===== config.mk =====
export PLATFORM = sky130hd
export DESIGN_NAME = alu_bist
export DESIGN_NICKNAME = d
export VERILOG_FILES = /design/src/rtl/alu_bist.sv
export SDC_FILE = /design/constraint.sdc
export NUM_CORES = 1
export LEC_CHECK = 0
export ABC_AREA = 1
export CORE_ASPECT_RATIO = 1.4
export CORE_MARGIN = 2
export CORE_UTILIZATION = 33
export DETAILED_ROUTE_END_ITERATION = 8
export PLACE_DENSITY = 0.59
export SLEW_MARGIN = 5
export SYNTH_ARGS = -nofsm -noshare
export SYNTH_HDL_FRONTEND = slang
export SYNTH_SLANG_ARGS = --single-unit

===== constraint.sdc =====
create_clock -name clk -period 2.07 [get_ports clk]
set_input_delay 0.3105 -clock clk [delete_from_list [all_inputs] [get_ports clk]]
set_output_delay 0.3105 -clock clk [all_outputs]
set_load 0.1 [all_outputs]

===== src/rtl/alu_bist.sv =====
// ALU built-in self-test sequencer.
//
// A 32-bit LFSR generates operands. Each of 32 vectors drives the ALU for one cycle (DRIVE),
// then samples the combinational ALU response for one cycle (SAMPLE) and folds it into a MISR
// signature. When the run completes, the signature is compared with a golden value latched at
// start.
//
// Parameters:
//   SEED      initial operand LFSR value (must be nonzero)
//   SIG_SEED  initial MISR signature value
//
// Ports:
//   clk, rst_n          clock, asynchronous active-low reset
//   start               run request, accepted only in IDLE or DONE
//   goldenSig           expected signature, latched when a run is accepted
//   ALUSrcA, ALUSrcB    ALU operand-source selects
//   ALUCtr              ALU operation code
//   readData1/2         register operands
//   ImExtend            immediate operand
//   shamt               shift amount
//   ALUData, zero       combinational ALU response
//   busy, done, pass    run status
//   signature           current/final MISR value
//   vecCount            vectors completed (reads 32 in DONE)
//   failCount           failed-run counter, saturating (only when the optional feature is enabled)
//
// Optional feature: define ALU_BIST_FAILCNT_EN to add the failCount port and its counter.
module alu_bist #(
    parameter logic [31:0] SEED     = 32'h0000_0001,
    parameter logic [31:0] SIG_SEED = 32'hFFFF_FFFF
) (
    input  logic        clk,
    input  logic        rst_n,
    input  logic        start,
    input  logic [31:0] goldenSig,
    output logic        ALUSrcA,
    output logic        ALUSrcB,
    output logic [2:0]  ALUCtr,
    output logic [31:0] readData1,
    output logic [31:0] readData2,
    output logic [31:0] ImExtend,
    output logic [4:0]  shamt,
    input  logic [31:0] ALUData,
    input  logic        zero,
    output logic        busy,
    output logic        done,
    output logic        pass,
    output logic [31:0] signature,
`ifdef ALU_BIST_FAILCNT_EN
    output logic [5:0]  vecCount,
    output logic [7:0]  failCount
`else
    output logic [5:0]  vecCount
`endif
);

    typedef enum logic [1:0] {StIdle, StDrive, StSample, StDone} state_e;

    state_e      state_q, state_d;
    logic [31:0] lfsr_q, lfsr_d;
    logic [31:0] sig_q, sig_d;
    logic [31:0] golden_q, golden_d;
    logic [5:0]  vec_q, vec_d;
    logic        done_q, done_d;
    logic        pass_q, pass_d;
    logic [31:0] sig_upd;
    logic [31:0] lfsr_upd;
    logic        finishing;

    function automatic logic fb(input logic [31:0] x);
        return x[31] ^ x[21] ^ x[1] ^ x[0];
    endfunction

    assign sig_upd  = {sig_q[30:0], fb(sig_q)} ^ ALUData ^ {31'b0, zero};
    assign lfsr_upd = {lfsr_q[30:0], fb(lfsr_q)};

    // Last vector's SAMPLE edge: the run is about to enter DONE.
    assign finishing = (state_q == StSample) && (vec_q == 6'd31);

    always_comb begin
        state_d  = state_q;
        lfsr_d   = lfsr_q;
        sig_d    = sig_q;
        golden_d = golden_q;
        vec_d    = vec_q;
        done_d   = done_q;
        pass_d   = pass_q;
        unique case (state_q)
            StIdle, StDone: begin
                if (start) begin
                    state_d  = StDrive;
                    lfsr_d   = SEED;
                    sig_d    = SIG_SEED;
                    golden_d = goldenSig;
                    vec_d    = 6'd0;
                    done_d   = 1'b0;
                    pass_d   = 1'b0;
                end
            end
            StDrive: begin
                state_d = StSample;
            end
            StSample: begin
                sig_d  = sig_upd;
                lfsr_d = lfsr_upd;
                vec_d  = vec_q + 6'd1;
                if (finishing) begin
                    state_d = StDone;
                    done_d  = 1'b1;
                    pass_d  = (sig_upd == golden_q);
                end else begin
                    state_d = StDrive;
                end
            end
            default: state_d = StIdle;
        endcase
    end

    always_ff @(posedge clk or negedge rst_n) begin
        if (!rst_n) begin
            state_q  <= StIdle;
            lfsr_q   <= SEED;
            sig_q    <= SIG_SEED;
            golden_q <= 32'd0;
            vec_q    <= 6'd0;
            done_q   <= 1'b0;
            pass_q   <= 1'b0;
        end else begin
            state_q  <= state_d;
            lfsr_q   <= lfsr_d;
            sig_q    <= sig_d;
            golden_q <= golden_d;
            vec_q    <= vec_d;
            done_q   <= done_d;
            pass_q   <= pass_d;
        end
    end

    // Operands derive from registered state only, so they stay stable across DRIVE and SAMPLE
    // and drop to zero the moment reset forces IDLE.
    always_comb begin
        busy      = (state_q == StDrive) || (state_q == StSample);
        ALUCtr    = 3'd0;
        ALUSrcA   = 1'b0;
        ALUSrcB   = 1'b0;
        readData1 = 32'd0;
        readData2 = 32'd0;
        ImExtend  = 32'd0;
        shamt     = 5'd0;
        if (busy) begin
            ALUCtr    = vec_q[4:2];
            ALUSrcA   = vec_q[1];
            ALUSrcB   = vec_q[0];
            readData1 = lfsr_q;
            readData2 = {lfsr_q[15:0], lfsr_q[31:16]};
            ImExtend  = ~lfsr_q;
            shamt     = lfsr_q[4:0];
        end
    end

    assign done      = done_q;
    assign pass      = pass_q;
    assign signature = sig_q;
    assign vecCount  = vec_q;

`ifdef ALU_BIST_FAILCNT_EN
    logic [7:0] fail_q;

    // Survives start; only reset clears it.
    always_ff @(posedge clk or negedge rst_n) begin
        if (!rst_n) begin
            fail_q <= 8'd0;
        end else if (finishing && (sig_upd != golden_q) && (fail_q != 8'hFF)) begin
            fail_q <= fail_q + 8'd1;
        end
    end

    assign failCount = fail_q;
`endif

endmodule


==> results.sh, run 1 <==
export IMPL_drtAntennaViolNets=0
export IMPL_yosys_top_cells_area="dfrtp_1 (31%), nand2_1 (15%), dfstp_2 (15%)"
export IMPL_area_growth_pct=68.0
export IMPL_arrival_ns=1.77
export IMPL_worst_pin_slew_ns=0.633
export IMPL_synthCells=825
export IMPL_grt_pass1_wl_um=28400
export IMPL_grt_pass1_vias=5615
export IMPL_finalNetCount=1077
export IMPL_clk_pin_slew_worst_paths_ns=0.08
export IMPL_setup_tns_ns=-0.0307
export IMPL_cts_buffers=9
export IMPL_yosysTopAreaCell="dfrtp_1"
export IMPL_fmax_mhz=481
export IMPL_holdBufCountCts=0
export IMPL_die_h_um=163
export IMPL_dieArea_sq_um=19100
export IMPL_drt_iter0_drc=170
export IMPL_ys_ff_latch=106
export IMPL_status="finished, violations left"
export IMPL_yosysWarnings=0
export IMPL_initial_utilization=0.334
export IMPL_core_area_sq_um=17800
export IMPL_cp_start_kind="register"
export IMPL_post_drt_wl_per_cell_um=13.9
export IMPL_hpwl_um=13400
export IMPL_crit_required_ns=1.76
export IMPL_met3_usage=0.0424
export IMPL_wl_um=17400
export IMPL_critPathMostFrequentCell="buf_12"
export IMPL_ys_types=28
export IMPL_worstPathMaxFanout=7
export IMPL_yosysTopAreaCellShare=0.308
export IMPL_relSlewSlack=0.578
export IMPL_finClkSkew_ns=0.0122
export IMPL_gp_congestion=0.813
export IMPL_whs_ns=-0.0238
export IMPL_rsz0062_at_grt="yes"
export IMPL_grt_antenna_before_repair=0
export IMPL_grt_max_degree=107
export IMPL_avgSynthCellArea_sq_um=7.19
export IMPL_worstSetupEndpointType="primary output"
export IMPL_cp_cell_sequence="ha_4 > buf_12 > buf_12 > buf_6 > nor2_4 > buf_12"
export IMPL_die_x_um=117
export IMPL_root_buffer="clkbuf_16"
export IMPL_port_buffers=214
export IMPL_grt_util_all_layers=0.184
export IMPL_slew_viol_final=0
export IMPL_vias=5731
export IMPL_postLayoutCoreUtil=0.561
export IMPL_io_pins=215
export IMPL_cts_tree="yes"
export IMPL_worstSetupPathType="reg -> out"
export IMPL_maxCapViolations=0
export IMPL_yosysSeqAreaShare=0.454
export IMPL_synth_fp_nets=896
export IMPL_setup_slack_ns=-0.00856
export IMPL_vias_per_cell=4.58
export IMPL_fin_crit_sh=1.00
export IMPL_period_needed_ns=2.08
export IMPL_clk_path_buf_depth=2
export IMPL_synth_most_common_cell="nand2_1"
export IMPL_antennaDiodeCount=0
export IMPL_gr_total_overflow=0
export IMPL_syn_area_sq_um=5930
export IMPL_layout_drive_gt1_share=0.296
export IMPL_synth_main_ff_cell="dfrtp_1"
export IMPL_h_tree_depth=3
export IMPL_met2_usage=0.331
export IMPL_place_ws_ns=0.128
export IMPL_synthTopCellsByCount="nand2_1 (237), inv_1 (147), nor2_1 (99)"
export IMPL_max_stage_delay_ns=0.42
export IMPL_first_pass_iters=4
export IMPL_min_path_type="in -> async"
export IMPL_rows=58
export IMPL_synthArstFlopShare=1.00
export IMPL_drc=0
export IMPL_setup_viol_count_final=6
export IMPL_clkSinkCount=106
export IMPL_synth_edf_count=0
export IMPL_hold_viol=2
export IMPL_use_met1=0.214
export IMPL_slowest_stage="dfrtp_1"
export IMPL_violations="negative hold slack, negative setup slack"
export IMPL_clk_latency_ns=0.35
export IMPL_grt_busiest_layer="met2"
per-stage QoR:
stage                     instances  cell area [sq um]
after floorplan                 825               6920
after global placement         1228               9540
after detailed placement       1228               9540
after CTS                      1250               9910
after global routing           1251               9970
final                          1251               9970
cells by family after synthesis:
group           count (synthesis)  synth area share
compound gates                107             0.107
xor+xnor                        1           0.00148
buf+inv                       216             0.168
flops                         106             0.454
fa+ha+maj                       3           0.00633
simple gates                  392             0.263
what timing repair did:
action | CTS | global route
resized for setup | 6 | 11
gates cloned | 1 | 0
setup endpoints to repair | 67 | 62
pin swaps | 6 | 5
buffers inserted | 5 | 1
path summary, 6_finish.rpt:
kind                       cells after the start            end  slack [ns]        from
max reg2reg                                   10      lfsr_q[0]        0.26  state_q[1]
max in group asynchronous                      2    golden_q[2]        1.56       rst_n
max                                            6  readData2[14]      -0.009  state_q[1]
min                                            2   golden_q[24]       -0.02       rst_n
min reg2reg                                    2           pass        0.50        pass
min in group clk                               2           pass        0.50        pass
per-layer routing:
layer | vias to the layer above | routed length, um
met4 | 0 | 471
li1 | 2877 | -
met3 | 22 | 1040
met1 | 2661 | 6930
met5 | - | 0
met2 | 171 | 9000
sequential cells by signal, summed over array words and instances (netlist names):
register and flops:
pass 1, done 1, signature 32, golden_q 32, vecCount 6, state_q 2
lfsr_q 32
layout make-up:
| class | instances | area (sq um) |
|---|---|---|
| timing repair buffer | 234 | 3390 |
| sequential | 106 | 2690 |
| fill | 1602 | 7810 |
| tap | 240 | 300 |
| multi-input combinational | 503 | 2720 |
| clock inverter | 6 | 47.5 |
| inverter | 152 | 574 |
| clock buffer | 10 | 239 |
cells in the final DEF (no fill, tap or decap), types with 2 or more instances in the layout:
master           synthesis  routed
nand2_1                237     236
inv_1                  147     146
buf_12                   0     114
dfrtp_1                 73      73
clkdlybuf4s50_1          0      66
nor2_4                   1      59
buf_4                   40      51
nand3_1                 47      47
o21ai_0                 38      38
dfstp_2                 33      33
o22ai_1                 31      31
nor2_1                  99      30
a21oi_1                 16      16
a22oi_1                 14      14
nor2_2                   0      11
clkbuf_16                0       9
a32oi_1                  6       6
inv_2                    3       4
or2_2                    3       3
inv_6                    0       3
clkinv_2                 1       2
nor3_1                   2       2
ha_1                     3       2
buf_16                   0       2
critical path, delay by kind of cell, from the launching register on:
kind / cells / cell delay (ns)
buffers and inverters: 4 / 0.59
DFF: 1 / 0.42
adders and majority gates: 1 / 0.28
and+or+nand+nor: 1 / 0.13
Power of run 1 is left out: the tool's default activity adds up to more than one toggle a clock period on the data nets, which glitch-free logic cannot reach.
==> inputs of run 2 (changes only) <==
- clock period: 2.07 -> 2.47 ns (I/O delays scaled with it)
==> results.sh, run 2 (synthesized netlist as in run 1, its figures left out) <==
export IMPL_status="finished, final reports clean"
export IMPL_layout_drive_gt1_share=0.272
export IMPL_clk_latency_ns=0.35
export IMPL_hpwl_um=13400
export IMPL_antennaDiodeCount=0
export IMPL_reg2reg_depth=10
export IMPL_worstSetupPathType="reg -> out"
export IMPL_cts_tree="yes"
export IMPL_fillers=1670
export IMPL_crit_buf_inv=3
export IMPL_initial_utilization=0.334
export IMPL_postCtsSetupRepairBufs=0
export IMPL_io_pins=215
export IMPL_first_pass_iters=4
export IMPL_wl_met3_um=875
export IMPL_die_h_um=163
export IMPL_wl_um=17400
export IMPL_highest_layer="met4"
export IMPL_vias=5639
export IMPL_fmax_mhz=454
export IMPL_stdcell_area_sq_um=9480
export IMPL_grt_pass1_wl_um=28200
export IMPL_cp_start_kind="register"
export IMPL_setup_viol_count_final=0
export IMPL_seq_area_sq_um=2690
export IMPL_grt_util_all_layers=0.185
export IMPL_port_buffers=214
export IMPL_startpoint="state_q[0]"
export IMPL_gr_total_overflow=0
export IMPL_crit_family="buffers and inverters"
export IMPL_layout_common_cells="nand2_1 (237), inv_1 (147), buf_12 (109)"
export IMPL_slew_viol_final=0
export IMPL_cts_buffers=9
export IMPL_h_tree_depth=3
export IMPL_worst_pin_slew_ns=0.593
export IMPL_hold_viol=0
export IMPL_fin_crit_sh=0.892
export IMPL_placed_area_sq_um=9210
export IMPL_core_area_sq_um=17800
export IMPL_cts_resized=0
export IMPL_post_drt_wl_per_cell_um=14.1
export IMPL_finClkSkew_ns=0.00845
export IMPL_place_ws_ns=0.346
export IMPL_die_x_um=117
export IMPL_arrival_ns=1.83
export IMPL_worstSetupEndpointType="primary output"
export IMPL_cp_cell_sequence="inv_1 > ha_4 > buf_4 > nor2_2 > buf_12"
export IMPL_r2r_slack_ns=0.50
export IMPL_min_path_type="in -> async"
export IMPL_cp_depth=5
export IMPL_grt_max_degree=107
export IMPL_met1_length_um=6920
export IMPL_rsz0062_at_grt="no"
export IMPL_gp_congestion=0.799
export IMPL_grt_antenna_before_repair=0
export IMPL_cp_endpoint="readData2[24]"
export IMPL_reg2reg_to="vecCount[5]"
export IMPL_rows=58
export IMPL_crit_required_ns=2.10
export IMPL_root_buffer="clkbuf_16"
export IMPL_maxCapViolations=0
export IMPL_drt_iter0_drc=204
export IMPL_dr_wl_met2_um=9130
export IMPL_clk_pin_slew_worst_paths_ns=0.08
export IMPL_drtAntennaViolNets=0
export IMPL_grt_pass1_vias=5577
export IMPL_period_needed_ns=2.20
export IMPL_slowest_stage="dfrtp_1"
export IMPL_worstPathMaxFanout=19
export IMPL_holdBufCountCts=0
export IMPL_layout_commonest_cell="nand2_1"
export IMPL_clkSinkCount=106
export IMPL_vias_per_cell=4.56
export IMPL_max_stage_delay_ns=0.40
export IMPL_setup_slack_ns=0.266
export IMPL_finalNetCount=1064
export IMPL_drc=0
export IMPL_multi_input_area_sq_um=2450
export IMPL_clk_path_buf_depth=2
export IMPL_r2r_start="state_q[0]"
export IMPL_relSlewSlack=0.604
export IMPL_dieArea_sq_um=19100
export IMPL_area_growth_pct=59.7
## run 2: cell count changes in the layout (fill, tap and decap cells not counted), moves of 2 or more
cell    change
buf_4       -5
buf_12      -5
inv_6       -2
buf_16      -2
nor2_2     +37
nor2_1     +11
nor2_4     -48
## run 2: area by class of cell
| type | count | share of cell area |
|---|---|---|
| clock buffers | 10 | 0.0242 |
| clock inverters | 5 | 0.00436 |
| inverters | 152 | 0.0606 |
| multi-input cells | 503 | 0.259 |
| flip-flops and latches | 106 | 0.284 |
| well taps | 240 | 0.0317 |
| repair buffers | 221 | 0.336 |
## run 2: through the flow
step / cells / TNS, ns / hold WS (ns) / util
2_1_floorplan: 825 / -11.53 / 0.0749 / -
4_1_cts: 1237 / 0 / 0.102 / 0.533
5_1_grt: 1237 / 0 / 0.0847 / 0.533
6_report: 1237 / 0 / 0.0588 / 0.533
3_5_place_dp: 1222 / 0 / 0.473 / 0.518
3_3_place_gp: 1222 / 0 / 0.471 / 0.518
## run 2: layer usage
metal | vias up | track usage
li1 | 2841 | -
met1 | 2620 | 0.213
met2 | 157 | 0.334
met3 | 21 | 0.0448
met4 | 0 | 0.0668
met5 | - | 0
## run 2: how the worst min path moves through the flow
stage	slack [ns]	start	depth (start not counted)	to
6_report	0.06	rst_n	2	golden_q[20]
5_1_grt	0.08	rst_n	2	golden_q[20]
4_1_cts	0.10	rst_n	2	golden_q[20]
3_5_place_dp	0.47	pass	2	pass
3_3_place_gp	0.47	lfsr_q[0]	2	lfsr_q[0]
2_1_floorplan	0.07	rst_n	0	done
Power of run 2 is left out for the same reason.
